<file path="src/rtl/svc_axil_mem_tester.sv">
// AXI-lite memory tester: writes seed^index to a word range, reads it back and counts mismatches.
// Define SVC_AXIL_MEM_TESTER_ERR_CAPTURE_EN to record the first failing address and data.
module svc_axil_mem_tester #(
  parameter int AXIL_ADDR_WIDTH = 16,
  parameter int AXIL_DATA_WIDTH = 16,
  parameter int CNT_WIDTH       = 16
) (
  input  logic                         clk,
  input  logic                         rst,
  input  logic                         start,
  input  logic [AXIL_ADDR_WIDTH-1:0]   base_addr,
  input  logic [CNT_WIDTH-1:0]         num_words,
  input  logic [AXIL_DATA_WIDTH-1:0]   seed,
  output logic                         busy,
  output logic                         done,
  output logic                         pass,
  output logic [CNT_WIDTH-1:0]         err_cnt,
  output logic [AXIL_ADDR_WIDTH-1:0]   err_addr,
  output logic [AXIL_DATA_WIDTH-1:0]   err_data,
  output logic [AXIL_ADDR_WIDTH-1:0]   m_axil_awaddr,
  output logic                         m_axil_awvalid,
  input  logic                         m_axil_awready,
  output logic [AXIL_DATA_WIDTH-1:0]   m_axil_wdata,
  output logic [AXIL_DATA_WIDTH/8-1:0] m_axil_wstrb,
  output logic                         m_axil_wvalid,
  input  logic                         m_axil_wready,
  input  logic [1:0]                   m_axil_bresp,
  input  logic                         m_axil_bvalid,
  output logic                         m_axil_bready,
  output logic [AXIL_ADDR_WIDTH-1:0]   m_axil_araddr,
  output logic                         m_axil_arvalid,
  input  logic                         m_axil_arready,
  input  logic [AXIL_DATA_WIDTH-1:0]   m_axil_rdata,
  input  logic [1:0]                   m_axil_rresp,
  input  logic                         m_axil_rvalid,
  output logic                         m_axil_rready
);

  localparam int AW = AXIL_ADDR_WIDTH;
  localparam int DW = AXIL_DATA_WIDTH;
  localparam int SW = DW / 8;
  localparam int XW = (CNT_WIDTH < DW) ? CNT_WIDTH : DW;

  typedef enum logic [2:0] {
    S_IDLE, S_WR_REQ, S_WR_RESP, S_RD_REQ, S_RD_RESP, S_DONE
  } state_t;

  state_t               state_q, state_d;
  logic                 awvalid_q, awvalid_d;
  logic                 wvalid_q, wvalid_d;
  logic                 bready_q, bready_d;
  logic                 arvalid_q, arvalid_d;
  logic                 rready_q, rready_d;
  logic                 busy_q, busy_d;
  logic                 done_q, done_d;
  logic                 pass_q, pass_d;
  logic [CNT_WIDTH-1:0] err_cnt_q, err_cnt_d;
  logic [AW-1:0]        base_q, base_d;
  logic [AW-1:0]        addr_q, addr_d;
  logic [CNT_WIDTH-1:0] n_q, n_d;
  logic [CNT_WIDTH-1:0] idx_q, idx_d;
  logic [DW-1:0]        seed_q, seed_d;
  logic [DW-1:0]        idx_ext;
  logic [DW-1:0]        pattern;
  logic                 last;
  logic                 err_inc;

  always_comb begin
    idx_ext = '0;
    idx_ext[XW-1:0] = idx_q[XW-1:0];
  end

  assign pattern = seed_q ^ idx_ext;
  assign last    = (idx_q == n_q - CNT_WIDTH'(1));

  always_comb begin
    state_d   = state_q;
    awvalid_d = awvalid_q;
    wvalid_d  = wvalid_q;
    bready_d  = bready_q;
    arvalid_d = arvalid_q;
    rready_d  = rready_q;
    busy_d    = busy_q;
    done_d    = 1'b0;
    pass_d    = pass_q;
    err_cnt_d = err_cnt_q;
    base_d    = base_q;
    addr_d    = addr_q;
    n_d       = n_q;
    idx_d     = idx_q;
    seed_d    = seed_q;
    err_inc   = 1'b0;

    case (state_q)
      S_IDLE: begin
        if (start) begin
          base_d    = base_addr;
          addr_d    = base_addr;
          n_d       = num_words;
          seed_d    = seed;
          idx_d     = '0;
          err_cnt_d = '0;
          pass_d    = 1'b0;
          busy_d    = 1'b1;
          if (num_words != '0) begin
            state_d   = S_WR_REQ;
            awvalid_d = 1'b1;
            wvalid_d  = 1'b1;
          end else begin
            state_d = S_DONE;
          end
        end
      end
      S_WR_REQ: begin
        // A channel whose valid is already low has handshaked in an earlier cycle.
        if (awvalid_q && m_axil_awready) awvalid_d = 1'b0;
        if (wvalid_q && m_axil_wready) wvalid_d = 1'b0;
        if ((!awvalid_q || m_axil_awready) && (!wvalid_q || m_axil_wready)) begin
          state_d  = S_WR_RESP;
          bready_d = 1'b1;
        end
      end
      S_WR_RESP: begin
        if (m_axil_bvalid) begin
          bready_d = 1'b0;
          err_inc  = (m_axil_bresp != 2'b00);
          if (last) begin
            state_d   = S_RD_REQ;
            idx_d     = '0;
            addr_d    = base_q;
            arvalid_d = 1'b1;
          end else begin
            state_d   = S_WR_REQ;
            idx_d     = idx_q + CNT_WIDTH'(1);
            addr_d    = addr_q + AW'(SW);
            awvalid_d = 1'b1;
            wvalid_d  = 1'b1;
          end
        end
      end
      S_RD_REQ: begin
        if (m_axil_arready) begin
          arvalid_d = 1'b0;
          rready_d  = 1'b1;
          state_d   = S_RD_RESP;
        end
      end
      S_RD_RESP: begin
        if (m_axil_rvalid) begin
          rready_d = 1'b0;
          err_inc  = (m_axil_rresp != 2'b00) || (m_axil_rdata != pattern);
          if (last) begin
            state_d = S_DONE;
          end else begin
            state_d   = S_RD_REQ;
            idx_d     = idx_q + CNT_WIDTH'(1);
            addr_d    = addr_q + AW'(SW);
            arvalid_d = 1'b1;
          end
        end
      end
      S_DONE: begin
        done_d  = 1'b1;
        busy_d  = 1'b0;
        pass_d  = (err_cnt_q == '0);
        state_d = S_IDLE;
      end
      default: state_d = S_IDLE;
    endcase

    if (err_inc && (err_cnt_q != '1)) err_cnt_d = err_cnt_q + CNT_WIDTH'(1);
  end

  always_ff @(posedge clk) begin
    if (rst) begin
      state_q   <= S_IDLE;
      awvalid_q <= 1'b0;
      wvalid_q  <= 1'b0;
      bready_q  <= 1'b0;
      arvalid_q <= 1'b0;
      rready_q  <= 1'b0;
      busy_q    <= 1'b0;
      done_q    <= 1'b0;
      pass_q    <= 1'b0;
      err_cnt_q <= '0;
    end else begin
      state_q   <= state_d;
      awvalid_q <= awvalid_d;
      wvalid_q  <= wvalid_d;
      bready_q  <= bready_d;
      arvalid_q <= arvalid_d;
      rready_q  <= rready_d;
      busy_q    <= busy_d;
      done_q    <= done_d;
      pass_q    <= pass_d;
      err_cnt_q <= err_cnt_d;
    end
    // Datapath registers are only meaningful once a test has been started.
    base_q <= base_d;
    addr_q <= addr_d;
    n_q    <= n_d;
    idx_q  <= idx_d;
    seed_q <= seed_d;
  end

`ifdef SVC_AXIL_MEM_TESTER_ERR_CAPTURE_EN
  logic [AW-1:0] err_addr_q, err_addr_d;
  logic [DW-1:0] err_data_q, err_data_d;

  // Write-response failures record the pattern that was sent; read failures record rdata.
  always_comb begin
    err_addr_d = err_addr_q;
    err_data_d = err_data_q;
    if (state_q == S_IDLE && start) begin
      err_addr_d = '0;
      err_data_d = '0;
    end else if (err_inc && (err_cnt_q == '0)) begin
      err_addr_d = addr_q;
      err_data_d = (state_q == S_WR_RESP) ? pattern : m_axil_rdata;
    end
  end

  always_ff @(posedge clk) begin
    if (rst) begin
      err_addr_q <= '0;
      err_data_q <= '0;
    end else begin
      err_addr_q <= err_addr_d;
      err_data_q <= err_data_d;
    end
  end

  assign err_addr = err_addr_q;
  assign err_data = err_data_q;
`else
  assign err_addr = '0;
  assign err_data = '0;
`endif

  assign busy           = busy_q;
  assign done           = done_q;
  assign pass           = pass_q;
  assign err_cnt        = err_cnt_q;
  assign m_axil_awaddr  = addr_q;
  assign m_axil_awvalid = awvalid_q;
  assign m_axil_wdata   = pattern;
  assign m_axil_wstrb   = '1;
  assign m_axil_wvalid  = wvalid_q;
  assign m_axil_bready  = bready_q;
  assign m_axil_araddr  = addr_q;
  assign m_axil_arvalid = arvalid_q;
  assign m_axil_rready  = rready_q;

endmodule
</file>
<file path="config.mk">
export PLATFORM = sky130hd
export DESIGN_NAME = svc_axil_mem_tester
export DESIGN_NICKNAME = d
export VERILOG_FILES = /design/src/rtl/svc_axil_mem_tester.sv
export SDC_FILE = /design/constraint.sdc
export NUM_CORES = 1
export LEC_CHECK = 0
export ABC_AREA = 1
export BUFFER_PORTS_ARGS = -buffer_cell sky130_fd_sc_hd__buf_4
export CAP_MARGIN = 20
export CORE_ASPECT_RATIO = 1.2
export CORE_UTILIZATION = 49
export DETAILED_ROUTE_END_ITERATION = 8
export PLACE_DENSITY = 0.75
export SKIP_CTS_REPAIR_TIMING = 1
export SLEW_MARGIN = 20
export SYNTH_ARGS = -nofsm -noshare
export SYNTH_HDL_FRONTEND = slang
export SYNTH_SLANG_ARGS = --single-unit
</file>
<file path="constraint.sdc">
create_clock -name clk -period 3.7 [get_ports clk]
set_input_delay 0.555 -clock clk [delete_from_list [all_inputs] [get_ports clk]]
set_output_delay 0.555 -clock clk [all_outputs]
set_load 0.01 [all_outputs]
</file>
Yosys cells after proc, flatten, opt, wreduce, memory -nomap -nowiden
Cells that the tools add are included.

Bits in registers: 107. Logic and storage cells: 121. Bits of input ports: 76.

Multiplexer cells: 50. Bitwise operators: 1. Add/subtract/negate cells: 4. Equality and inequality tests: 19. Reductions and logical operators: 32.

Operator list (count): 2-to-1 mux 16 bit (12); one-hot mux 16 bit (3 select lines) (2); adder 16 x 1 -> 16 bit, second input constant (2); inequality test 2 bit, second input constant (11); 2-to-1 mux 3 bit (7); 2-to-1 mux 1 bit (19); AND reduction 6 bit (3); adder 16 x 2 -> 16 bit, second input constant (1); == test 16 bit (1); zero test 16 bit (1); inequality test 16 bit (1); inequality test 16 bit, second input constant (1); nonzero test 16 bit (1); subtractor 16 x 1 -> 16 bit, second input constant (1); bitwise XOR 16 bit (1); one-hot mux 3 bit (5 select lines) (1); nonzero test 2 bit (7); one-hot mux 1 bit (2 select lines) (5); AND reduction 5 bit (2); one-hot mux 1 bit (3 select lines) (3); nonzero test 3 bit (3); == test 3 x 2 -> 1 bit, second input constant (2); == test 3 bit, second input constant (2); AND reduction 2 bit (3); other kinds (7) (14).

Depth between registers and ports, before layout
Gate-level depths: netlist (run 1).

Depth in word-level cells: 8. Depth in mapped cells: 17.

Least setup slack after synthesis (run 1)
No wires, ideal clock.

Path kind: flip-flop to flip-flop. Start: register state_q[1]. End: register err_cnt_q[12], in the netlist err_cnt[12]. Data arrival time: 3.586 ns. Buffers on the path: 1. Cell stages (with the launch flop): 10. Path slack: -0.018 ns. Period minus slack after synthesis: 3.718 ns. Cell sequence: dfxtp_1 > nor2_1 > inv_1 > nor2_1 > inv_1 > nor2_1 > inv_1 > clkbuf_1 > nand3_1 > a21oi_1.

Word-level cells in the longest chain between the ends: 5. Elaborated cells on any way between the ends: 9. Those cells by class: 2 x eq/ne; 2 x mux; 5 x reduce/logical.

Ends and longest elaborated chain: start, declared (RTL line 48) `state_t state_q, state_d;`; start signal, assigned (RTL line 187) `state_q <= state_d;`; == test 3 bit or == test 3 x 2 -> 1 bit (tied branches) (RTL line 94) `case (state_q)`; one-hot mux 1 bit (2 select lines) (RTL line 94); logical AND 1 bit (RTL line 171) `if (err_inc && (err_cnt_q != '1)) err_cnt_d = err_cnt_q + CNT_WIDTH'(1);`; nonzero test 2 bit (no line); AND reduction 2 bit (no line); end signal, assigned (RTL line 196) `err_cnt_q <= err_cnt_d;`; end, declared (RTL line 57) `logic [CNT_WIDTH-1:0] err_cnt_q, err_cnt_d;`.

Several ways; a longest one is shown, not always the timed one. A chain may end at the register's enable or synchronous reset.

Worst setup path in the final report (run 1)
Start: register n_q[0]. End: register idx_q[12], in the netlist idx_ext[12] (data pin).

Word-level cells in the longest chain between the ends: 5.

Ends and longest elaborated chain: start, declared (RTL line 60) `logic [CNT_WIDTH-1:0] n_q, n_d;`; start signal, assigned (RTL line 201) `n_q <= n_d;`; subtractor 16 x 1 -> 16 bit (RTL line 74) `assign last = (idx_q == n_q - CNT_WIDTH'(1));`; == test 16 bit (RTL line 74); 2-to-1 mux 16 bit (RTL line 127) `if (last) begin`; 2-to-1 mux 16 bit (RTL line 124) `if (m_axil_bvalid) begin`; one-hot mux 16 bit (3 select lines) (RTL line 94); named net idx_d[12] (RTL line 61) `logic [CNT_WIDTH-1:0] idx_q, idx_d;`; end signal, assigned (RTL line 202) `idx_q <= idx_d;`; end, declared (RTL line 61).

The timed path passes the listed nets, and every way through them passes these cells. The select of a mux whose other input is x is not followed.

==> results of run 1 <==
==> worst max-delay path, cell delays in order (launching register included) <==
cell                       delay, ns
sky130_fd_sc_hd__edfxtp_1       0.43
sky130_fd_sc_hd__inv_1          0.19
sky130_fd_sc_hd__ha_1           0.21
sky130_fd_sc_hd__nand2_1        0.17
sky130_fd_sc_hd__o21ai_0        0.19
sky130_fd_sc_hd__nand2_1        0.10
sky130_fd_sc_hd__inv_1          0.06
sky130_fd_sc_hd__nand2_1        0.05
sky130_fd_sc_hd__nor3_2         0.31
sky130_fd_sc_hd__nand2_4        0.23
sky130_fd_sc_hd__nand2_2        0.15
sky130_fd_sc_hd__nand2_4        0.11
sky130_fd_sc_hd__inv_2          0.21
sky130_fd_sc_hd__nor2_1         0.08
==> path summary, 6_finish.rpt <==
| path | startpoint | to | slack [ns] | cells past startpoint |
|---|---|---|---|---|
| max | n_q[0]$_DFFE_PP_ | idx_ext[12]$_DFFE_PP_ | 0.92 | 13 |
| min | seed[1] | seed_q[1]$_DFFE_PP_ | 0.37 | 1 |
| max reg2reg | n_q[0]$_DFFE_PP_ | idx_ext[12]$_DFFE_PP_ | 0.92 | 13 |
| min reg2reg | m_axil_arvalid$_SDFFE_PP0P_ | m_axil_arvalid$_SDFFE_PP0P_ | 0.46 | 2 |
==> power by group <==
part	switching [W]	internal, W
clock	0.000411	0.000540
sequential	0.000405	0.00177
combinational	0.00144	0.00104
total	0.00226	0.00335
==> flip-flops by register name (all words and copies together), names as in the netlist, 3 cells and up <==
register	cells
base_q	16
err_cnt	16
idx_ext	16
m_axil_araddr	16
n_q	16
seed_q	16
state_q	3
==> through the flow <==
stage	hold WS [ns]	instances
after floorplan	0.472	914
after global placement	0.441	1164
after detailed placement	0.447	1164
after CTS	0.357	1180
after global routing	0.357	1180
final	0.370	1180
==> cells by family (layout without fill, tap and decap cells) <==
| family | Yosys count | in the layout |
|---|---|---|
| AOI/OAI and AO/OA | 66 | 66 |
| xor gates and xnor gates | 61 | 61 |
| adders and majority gates | 5 | 5 |
| buffers and inverters | 180 | 275 |
| DFF | 107 | 107 |
| other | 2 | 34 |
| and+or+nand+nor | 461 | 461 |
==> final cells by class <==
cell class,instances,share of cell area [%]
tap,171,2.60
clock inverter,3,0.456
sequential,107,35.8
clock buffer,13,3.04
inverter,107,4.88
multi-input combinational,627,39.4
timing repair buffer,152,13.9
==> layer usage <==
metal,vias up,wire [microns]
met2,180,7900
met5,-,0
li1,3029,-
met1,2667,6410
met4,0,259
met3,20,1100
==> cell usage in the layout, fill, tap and decap left out, drive strengths merged, types with 10 or more instances in the layout <==
cell      n
o211ai   12
nor2     99
nand4    10
clkbuf   13
nand3b   11
buf     152
xor2     41
dfxtp    27
nand3    83
conb     34
o21ai    21
inv     107
a21oi    26
nor3     20
or2      10
edfxtp   80
nand2   214
xnor2    20
==> impl_metrics.py, run 1 <==
metrics = {
    "critical_path": {
        "worstPathArrival_ns": 2.88,
        "critical_path_required_ns": 3.81,
        "crit_path_kind": "flip-flop to flip-flop",
        "critPathLaunchType": "flip-flop",
        "critical_path.max_fanout": 24,
        "setup.worst_path.end_class": "flip-flop",
    },
    "route": {
        "drt.antenna.violating_nets": 0,
        "post-route-drc-count": 0,
        "routed-via-count": 5896,
        "drt-vias-per-instance": 5.00,
        "detail_route.first_pass.iterations": 4,
        "wire_per_inst_microns": 13.3,
        "drt_first_iter_violations": 269,
        "totalWireLength_mm": 15.7,
    },
    "synthesis": {
        "synth.top_cells.by_area": "sky130_fd_sc_hd__edfxtp_1 (35%), sky130_fd_sc_hd__nand2_1 (11%), sky130_fd_sc_hd__dfxtp_1 (7.8%), sky130_fd_sc_hd__nand3_1 (5.8%), sky130_fd_sc_hd__buf_4 (5.4%)",
        "library_cell_with_the_highest_instance_count_after_synthesis": "sky130_fd_sc_hd__nand2_1",
        "synth_adder_area_share_pct": 0.901,
        "number_of_flops_mapped_to_enable_cells_by_yosys": 80,
        "synth_compound_area_share_pct": 5.51,
        "ys_dominant_reg_cell": "sky130_fd_sc_hd__edfxtp_1",
        "netlist.top_cell.by_area": "sky130_fd_sc_hd__edfxtp_1",
        "postSynthCellCount": 882,
        "synth_top_family_by_area": "simple AND/OR/NAND/NOR gates",
        "netlist.area_leader.share_pct": 34.6,
        "synth.yosys.warnings": 0,
        "share_of_cell_area_taken_by_muxes_after_synthesis_pct": 0,
        "synth-xor-area-share_pct": 7.69,
        "synth.lib_cells_used.distinct": 43,
        "most_frequent_cells_after_synthesis": "sky130_fd_sc_hd__nand2_1 (207), sky130_fd_sc_hd__inv_1 (100), sky130_fd_sc_hd__nor2_1 (90)",
        "syn_area_sq_mm": 0.00695,
        "synth_simple_gate_area_share_pct": 30.3,
        "avgSynthCellArea_sq_um": 7.88,
        "yosysSeqAreaShare_pct": 42.4,
        "ys_seq_elements": 107,
        "proportion_of_synthesized_flip_flops_having_asynchronous_set_or_reset_pct": 0,
    },
    "timing": {
        "final_critical_path_setup_slack_ns": 0.925,
        "timing.clock.skew_ns": 0.00587,
        "final_period_minus_worst_setup_slack_ns": 2.78,
        "slew_limit_fails": 0,
        "final.setup.tns_ns": 0,
        "timing.fmax_ghz": 0.360,
        "rsz0062_at_grt": "no",
        "period_share_pct": 75.0,
        "finalSetupViolCount": 0,
        "maxSlewHeadroom_pct": 55.2,
        "hold_violation_total_from_the_final_report": 0,
        "worstMarginPinSlew_ns": 0.670,
    },
    "placed_design": {
        "dp_hpwl_mm": 12.0,
        "count_of_buffers_from_port_buffering": 147,
        "pre_cts_ws_ns": 0.938,
        "weighted_congestion_reported_at_the_end_of_routability_driven_placement": 0.878,
        "dpl_cell_area_sq_mm": 0.00794,
    },
    "cts": {
        "cts_max_level": 3,
        "worst_skew_pair.late_latency_ns": 0.36,
        "clock_tree.buffer_depth": 2,
        "clkSlewWorstSetupHoldPaths_ns": 0.07,
        "clock_sinks": 107,
        "root_buffer": "sky130_fd_sc_hd__clkbuf_16",
        "tritoncts": "done",
        "cts_inserted_buffers": 9,
    },
    "power": {
        "power.total_w": 0.00561,
        "leakage_nw": 3.67,
        "vdd_ir_drop_max_uv": 332,
        "power.density_mw_per_mm2": 682,
    },
    "layout": {
        "area.growth.synth_to_final_pct": 18.4,
        "nNetsFinal": 1085,
        "num_antenna_cells": 0,
        "ff_latch_area_sq_mm": 0.00294,
        "multi_input_gate_area_sq_mm": 0.00324,
        "fill_cells": 1266,
        "fin_util_pct": 59.5,
        "final_cell_area_sq_mm": 0.00823,
        "drive_above_1_share_pct": 20.6,
    },
    "global_routing": {
        "grt_pass1_wl_mm": 25.2,
        "use_met1_pct": 25.8,
        "global_route.peak_usage_layer": "met2",
        "maximum_number_of_pins_on_one_net_before_global_route_repair": 32,
        "first_global_vias": 5390,
        "grt_util_met3_pct": 5.82,
        "grt_overflow_total": 0,
        "antenna_found_initial": 0,
        "grt_util_all_layers_pct": 21.5,
        "global_route.usage.met2_pct": 37.4,
    },
    "floorplanning": {
        "rows": 47,
        "die-area_sq_mm": 0.0147,
        "core_area_sq_mm": 0.0138,
        "ioPinCount": 182,
        "die_h_microns": 132,
        "initial_utilization_pct": 50.3,
        "die-width_microns": 111,
    },
    "run": {
        "max-cap-violations": 0,
    },
    "hold_path": {
        "holdCritPathClass": "primary input to flip-flop",
    },
    "status": {
        "run_status": "finished clean",
    },
}
No activity file was read; power rests on OpenSTA's default activity.
==> run 2: changes to the inputs <==
- ABC_AREA: 1 -> 0
- CORE_UTILIZATION: 49 -> 48
- PLACE_DENSITY: 0.75 -> 0.74
- clock period: 3.7 -> 2.5 ns (I/O delays scaled with it)
==> run 2 against run 1 <==
Compared with the run above:
- the run now ends with design-rule violations, negative setup slack left
- combinational power decreased by 48%
- sequential power increased by 2%
- power decreased by 12%
- final cell count decreased by 18%
- synthesized area decreased by 7.3%
- non-clock buffer count increased by 65
- die area decreased by 5.3%
- core utilization increased by 4.7 points
- sequential cell count unchanged
- critical path depth decreased by 4
- critical endpoint is now m_axil_araddr[10]$_DFFE_PP_
==> impl_metrics.py, run 2 <==
metrics = {
    "status": {
        "run_status": "finished with violations",
        "failed_checks": "design-rule violations, negative setup slack",
    },
    "layout": {
        "final_cell_area_sq_mm": 0.00847,
        "fill_cells": 1080,
        "ff_latch_area_sq_mm": 0.00294,
        "nNetsFinal": 875,
        "drive_above_1_share_pct": 34.7,
        "area.growth.synth_to_final_pct": 31.5,
        "num_antenna_cells": 0,
        "layout.cells.most_common": "sky130_fd_sc_hd__buf_4",
        "highest_count_cells_in_the_layout_ignoring_fill_and_taps": "sky130_fd_sc_hd__buf_4 (205), sky130_fd_sc_hd__edfxtp_1 (80), sky130_fd_sc_hd__xor2_1 (48), sky130_fd_sc_hd__nor2_1 (41), sky130_fd_sc_hd__nand2_1 (36)",
        "multi_input_gate_area_sq_mm": 0.00323,
    },
    "power": {
        "vdd_ir_drop_max_uv": 361,
        "leakage_nw": 3.67,
        "power.density_mw_per_mm2": 585,
    },
    "synthesis": {
        "number_of_flops_mapped_to_enable_cells_by_yosys": 80,
        "ys_seq_elements": 107,
        "proportion_of_synthesized_flip_flops_having_asynchronous_set_or_reset_pct": 0,
        "netlist.top_cell.by_area": "sky130_fd_sc_hd__edfxtp_1",
        "most_frequent_cells_after_synthesis": "sky130_fd_sc_hd__edfxtp_1 (80), sky130_fd_sc_hd__buf_4 (50), sky130_fd_sc_hd__xor2_1 (49)",
        "netlist.area_leader.share_pct": 37.3,
        "synth.yosys.warnings": 0,
        "library_cell_with_the_highest_instance_count_after_synthesis": "sky130_fd_sc_hd__edfxtp_1",
        "ys_dominant_reg_cell": "sky130_fd_sc_hd__edfxtp_1",
        "syn_area_sq_mm": 0.00644,
        "synth.lib_cells_used.distinct": 62,
        "avgSynthCellArea_sq_um": 10.6,
        "postSynthCellCount": 609,
        "synth.top_cells.by_area": "sky130_fd_sc_hd__edfxtp_1 (37%), sky130_fd_sc_hd__dfxtp_1 (8.4%), sky130_fd_sc_hd__xor2_1 (6.7%), sky130_fd_sc_hd__buf_4 (5.8%), sky130_fd_sc_hd__xnor3_1 (4.5%)",
        "yosysSeqAreaShare_pct": 45.7,
    },
    "critical_path": {
        "crit_path_kind": "flip-flop to flip-flop",
        "critical_path_required_ns": 2.61,
        "worstPathArrival_ns": 3.12,
        "worst_path_dominant_cell_family": "simple AND/OR/NAND/NOR gates",
        "worstPathCellList": "buf_4 -> buf_4 -> nor3_1 -> a21oi_1 -> and4b_1 -> nand3_1 -> or4_4 -> mux2_4 -> a221o_1",
        "setup.worst_path.end_class": "flip-flop",
        "critPathMaxStageDelay_ns": 0.60,
        "path_common_cell": "sky130_fd_sc_hd__buf_4",
        "critical_path.max_fanout": 4,
        "critPathLaunchType": "flip-flop",
        "timing.critical_path.buf_inv": 2,
        "critical-path-slowest-cell": "sky130_fd_sc_hd__or4_4",
        "timing.rr.start": "n_q[4]$_DFFE_PP_",
        "critical_path.startpoint": "n_q[4]$_DFFE_PP_",
    },
    "timing": {
        "worstMarginPinSlew_ns": 0.867,
        "timing.fmax_ghz": 0.332,
        "finalSetupViolCount": 67,
        "timing.clock.skew_ns": 0.00704,
        "maxSlewHeadroom_pct": 40.7,
        "final_period_minus_worst_setup_slack_ns": 3.01,
        "rsz0062_at_grt": "yes",
        "slew_limit_fails": 0,
        "final_critical_path_setup_slack_ns": -0.510,
        "period_share_pct": 120,
        "final.setup.tns_ns": -27.29,
        "hold_violation_total_from_the_final_report": 0,
    },
    "placed_design": {
        "dp_hpwl_mm": 11.8,
        "dpl_cell_area_sq_mm": 0.00788,
        "count_of_buffers_from_port_buffering": 147,
        "weighted_congestion_reported_at_the_end_of_routability_driven_placement": 0.871,
    },
    "global_routing": {
        "first_global_vias": 4926,
        "grt_util_all_layers_pct": 22.9,
        "grt_overflow_total": 0,
        "grt_pass1_wl_mm": 24.4,
        "antenna_found_initial": 0,
        "maximum_number_of_pins_on_one_net_before_global_route_repair": 51,
    },
    "route": {
        "drt.antenna.violating_nets": 0,
        "drt_first_iter_violations": 287,
        "routed-via-count": 5177,
        "drt-vias-per-instance": 5.35,
        "totalWireLength_mm": 16.0,
        "detail_route.first_pass.iterations": 7,
        "wire_per_inst_microns": 16.5,
        "post-route-drc-count": 1,
    },
    "hold_path": {
        "holdCritPathClass": "primary input to flip-flop",
        "worst_min_path_start": "seed[1]",
    },
    "cts": {
        "cts_max_level": 3,
        "clock_sinks": 107,
        "root_buffer": "sky130_fd_sc_hd__clkbuf_16",
        "tritoncts": "done",
        "cts_inserted_buffers": 9,
        "clock_tree.buffer_depth": 2,
        "clkSlewWorstSetupHoldPaths_ns": 0.07,
        "worst_skew_pair.late_latency_ns": 0.36,
    },
    "floorplanning": {
        "core_area_sq_mm": 0.0132,
        "ioPinCount": 182,
        "rows": 46,
        "initial_utilization_pct": 48.9,
        "die-area_sq_mm": 0.0139,
        "die-width_microns": 108,
        "die_h_microns": 129,
    },
    "run": {
        "max-cap-violations": 0,
    },
}
run 2: path summary, 6_finish.rpt:
check / slack (ns) / endpoint / cells past startpoint
setup reg to reg: -0.51 / m_axil_araddr[10]$_DFFE_PP_ / 9
setup / recovery: -0.51 / m_axil_araddr[10]$_DFFE_PP_ / 9
hold reg to reg: 0.46 / busy$_SDFFE_PP0P_ / 2
hold / removal: 0.18 / seed_q[1]$_DFFE_PP_ / 1
run 2: area by class of cell:
| type | count | area share, % |
|---|---|---|
| Multi-Input combinational cell | 437 | 38.1 |
| Clock buffer | 9 | 2.66 |
| Inverter | 22 | 0.975 |
| Sequential cell | 107 | 34.8 |
| Timing Repair Buffer | 217 | 20.2 |
| Clock inverter | 7 | 0.798 |
| Tap cell | 168 | 2.48 |
run 2: kinds of logic after synthesis:
kind of cell | after synthesis | synth area share (%)
buf+inv | 99 | 9.17
xor+xnor | 85 | 14.3
simple gates | 205 | 16.9
mux | 19 | 3.28
other cells | 2 | 0.117
fa+ha+maj | 5 | 0.971
compound gates | 87 | 9.48
flops | 107 | 45.7
run 2: metrics by stage:
stage / total power [W] / setup slack (ns) / cells / hold WS, ns / utilization [%]
6_report: 0.00495 / -0.510 / 967 / 0.184 / 64.2
2_1_floorplan: 0.00299 / -0.331 / 641 / 0.474 / -
4_1_cts: 0.00490 / -0.466 / 955 / 0.178 / 62.0
3_5_place_dp: 0.00348 / -0.451 / 939 / 0.462 / 59.8
5_1_grt: 0.00517 / -0.581 / 967 / 0.176 / 64.2
3_3_place_gp: 0.00346 / -0.392 / 939 / 0.450 / 59.8
run 2: layer usage:
metal,vias up,routed length (microns),track usage (%)
met5,-,0,0
met4,0,308,8.38
met3,20,879,4.56
met2,155,8280,39.3
met1,2515,6510,28.4
li1,2487,-,-
run 2: where the power goes:
part	switching [W]	total (W)	internal, W	leakage [nW]
Clock	0.000667	0.00144	0.000774	0.147
Combinational	0.000631	0.00129	0.000658	2.53
Sequential	0.000125	0.00222	0.00210	0.993
Total	0.00142	0.00495	0.00353	3.67
run 2: worst register-to-register path, cell delays in order (launching register included):
cell	delay (ns)
sky130_fd_sc_hd__edfxtp_1	0.42
sky130_fd_sc_hd__buf_4	0.16
sky130_fd_sc_hd__buf_4	0.14
sky130_fd_sc_hd__nor3_1	0.27
sky130_fd_sc_hd__a21oi_1	0.11
sky130_fd_sc_hd__and4b_1	0.33
sky130_fd_sc_hd__nand3_1	0.10
sky130_fd_sc_hd__or4_4	0.60
sky130_fd_sc_hd__mux2_4	0.32
sky130_fd_sc_hd__a221o_1	0.30
==> run 3: changes to the inputs <==
- CORE_ASPECT_RATIO: 1.2 -> default
==> run 3 against run 2 <==
Compared with the run above:
- the flow finishes with violations (negative setup slack)
- register-to-register slack gained 0.05 ns
- setup slack better by 0.049 ns
- combinational power barely moved
- count of clock-buffer cells in the layout stayed put
- first-iteration DRC count grew 6.6%
- critical path type unchanged
==> impl_metrics.py, run 3 (synthesized netlist as in run 2, its figures left out) <==
metrics = {
    "critical_path": {
        "critical_path_required_ns": 2.61,
        "critPathLaunchType": "flip-flop",
        "worstPathArrival_ns": 3.07,
        "rr_endpoint": "m_axil_araddr[10]$_DFFE_PP_",
        "setup.worst_path.end_class": "flip-flop",
        "crit_path_kind": "flip-flop to flip-flop",
        "critical-path-slowest-cell": "sky130_fd_sc_hd__or4_4",
        "worstPathCellList": "buf_4 -> nand2b_1 -> o211a_1 -> o31ai_1 -> buf_4 -> nand3_1 -> or4_4 -> mux2_4 -> a221o_1",
        "worst-r2r-setup-slack_ns": -0.46,
        "path_common_cell": "sky130_fd_sc_hd__buf_4",
        "critPathMaxStageDelay_ns": 0.60,
        "critical_path.max_fanout": 4,
        "timing.rr.start": "n_q[2]$_DFFE_PP_",
        "worst_reg2reg_path_depth": 9,
    },
    "route": {
        "wire_per_inst_microns": 16.9,
        "detail_route.first_pass.iterations": 5,
        "drt_first_iter_violations": 306,
        "post-route-drc-count": 0,
        "drt-vias-per-instance": 5.33,
        "totalWireLength_mm": 16.4,
        "routed-via-count": 5190,
        "drt.antenna.violating_nets": 0,
    },
    "floorplanning": {
        "rows": 41,
        "die-area_sq_mm": 0.0139,
        "core_area_sq_mm": 0.0128,
        "initial_utilization_pct": 50.2,
        "die_h_microns": 118,
        "ioPinCount": 182,
        "die-width_microns": 118,
    },
    "status": {
        "run_status": "finished with violations",
        "failed_checks": "negative setup slack",
    },
    "placed_design": {
        "dp_hpwl_mm": 12.0,
        "count_of_buffers_from_port_buffering": 147,
        "weighted_congestion_reported_at_the_end_of_routability_driven_placement": 0.859,
        "dpl_cell_area_sq_mm": 0.00790,
    },
    "timing": {
        "timing.fmax_ghz": 0.338,
        "maxSlewHeadroom_pct": 38.6,
        "final_period_minus_worst_setup_slack_ns": 2.96,
        "hold_violation_total_from_the_final_report": 0,
        "timing.clock.skew_ns": 0.0108,
        "final_critical_path_setup_slack_ns": -0.461,
        "worst_hold_slack_ns": 0.186,
        "worstMarginPinSlew_ns": 0.897,
        "finalSetupViolCount": 67,
        "period_share_pct": 118,
        "slew_limit_fails": 0,
        "rsz0062_at_grt": "yes",
    },
    "power": {
        "power.net_switching_w": 0.00142,
        "power.sequential.fraction_pct": 44.8,
        "power.switching_fraction_pct": 28.6,
        "vdd_ir_drop_max_uv": 340,
        "p_int_w": 0.00355,
        "clock_power_share_pct": 29.2,
        "comb_power_share_pct": 26.0,
        "power.total_w": 0.00497,
        "power.density_mw_per_mm2": 591,
        "leakage_nw": 3.67,
    },
    "layout": {
        "fin_util_pct": 65.6,
        "num_antenna_cells": 0,
        "highest_count_cells_in_the_layout_ignoring_fill_and_taps": "sky130_fd_sc_hd__buf_4 (210), sky130_fd_sc_hd__edfxtp_1 (80), sky130_fd_sc_hd__xor2_1 (49), sky130_fd_sc_hd__nor2_1 (41), sky130_fd_sc_hd__nand2_1 (36)",
        "final_cell_area_sq_mm": 0.00842,
        "fill_cells": 1027,
        "layout.cells.most_common": "sky130_fd_sc_hd__buf_4",
        "area.growth.synth_to_final_pct": 30.7,
        "nNetsFinal": 878,
        "drive_above_1_share_pct": 33.8,
    },
    "global_routing": {
        "first_global_vias": 5116,
        "grt_overflow_total": 0,
        "antenna_found_initial": 0,
        "grt_util_all_layers_pct": 23.5,
        "grt_pass1_wl_mm": 25.7,
        "maximum_number_of_pins_on_one_net_before_global_route_repair": 51,
    },
    "cts": {
        "tritoncts": "done",
        "root_buffer": "sky130_fd_sc_hd__clkbuf_16",
        "cts_max_level": 3,
        "clkSlewWorstSetupHoldPaths_ns": 0.08,
        "cts_inserted_buffers": 9,
        "clock_sinks": 107,
        "worst_skew_pair.late_latency_ns": 0.36,
        "clock_tree.buffer_depth": 2,
    },
    "hold_path": {
        "holdCritPathClass": "primary input to flip-flop",
        "worst_hold_path.endpoint": "seed_q[9]$_DFFE_PP_",
        "min_path_cells": 1,
        "worst_min_path_start": "seed[9]",
    },
    "run": {
        "max-cap-violations": 0,
    },
}
## run 3: changes by cell type in the layout (fill, tap and decap cells not counted), sizes merged
| cell | change |
|---|---|
| clkinv | -2 |
| and2 | +1 |
| buf | +3 |
| clkinvlp | +1 |
| nor2 | -1 |
| inv | +1 |
## run 3: power by group through the flow
stage / Clock [W] / Sequential (W) / Combinational, W
after floorplan: 0 / 0.00226 / 0.000733
after global placement: 0 / 0.00226 / 0.00120
after detailed placement: 0 / 0.00226 / 0.00123
after CTS: 0.00149 / 0.00223 / 0.00123
after global routing: 0.00156 / 0.00225 / 0.00139
final: 0.00145 / 0.00223 / 0.00129
## run 3: worst max-delay path, delay by kind of cell, from the launching register on
kind / cells / cell delay (ns)
flip-flops: 1 / 0.42
buffers and inverters: 2 / 0.37
AND/OR/NAND/NOR: 3 / 0.83
multiplexers: 1 / 0.32
AO/OA/AOI/OAI: 3 / 0.78
## run 3: through the flow
| step | worst slack, ns | cells | TNS, ns |
|---|---|---|---|
| final | -0.461 | 974 | -23.59 |
| after global routing | -0.562 | 974 | -32.05 |
| after CTS | -0.482 | 960 | -27.77 |
| after detailed placement | -0.458 | 944 | -27.41 |
| after global placement | -0.389 | 944 | -21.53 |
| after floorplan | -0.331 | 641 | -18.27 |
## run 3: area by class of cell
class	count	area [sq um]	share of cell area (%)
Multi-Input combinational cell	437	3160	37.6
Sequential cell	107	2940	35.0
Inverter	22	82.6	0.981
Timing Repair Buffer	220	1720	20.4
Clock buffer	9	225	2.68
Tap cell	172	215	2.56
Clock inverter	7	75.1	0.892
## run 3: per-layer routing
| layer | share of wire, % | global-route usage (%) | routed length, microns |
|---|---|---|---|
| met5 | 0 | 0 | 0 |
| met1 | 43 | 29.1 | 7000 |
| met4 | 1.4 | 7.53 | 227 |
| met3 | 5.5 | 6.49 | 910 |
| met2 | 50 | 39.5 | 8280 |
## run 3: worst max path at each step
stage	start	to	slack (ns)	cells after the start
finish	n_q[2]$_DFFE_PP_	m_axil_araddr[10]$_DFFE_PP_	-0.46	9
global route	n_q[0]$_DFFE_PP_	m_axil_araddr[10]$_DFFE_PP_	-0.56	9
CTS	n_q[8]$_DFFE_PP_	idx_ext[1]$_DFFE_PP_	-0.48	9
detailed placement	n_q[8]$_DFFE_PP_	idx_ext[1]$_DFFE_PP_	-0.46	9
global placement	n_q[4]$_DFFE_PP_	idx_ext[1]$_DFFE_PP_	-0.39	9
floorplan	n_q[4]$_DFFE_PP_	idx_ext[0]$_DFFE_PP_	-0.33	9
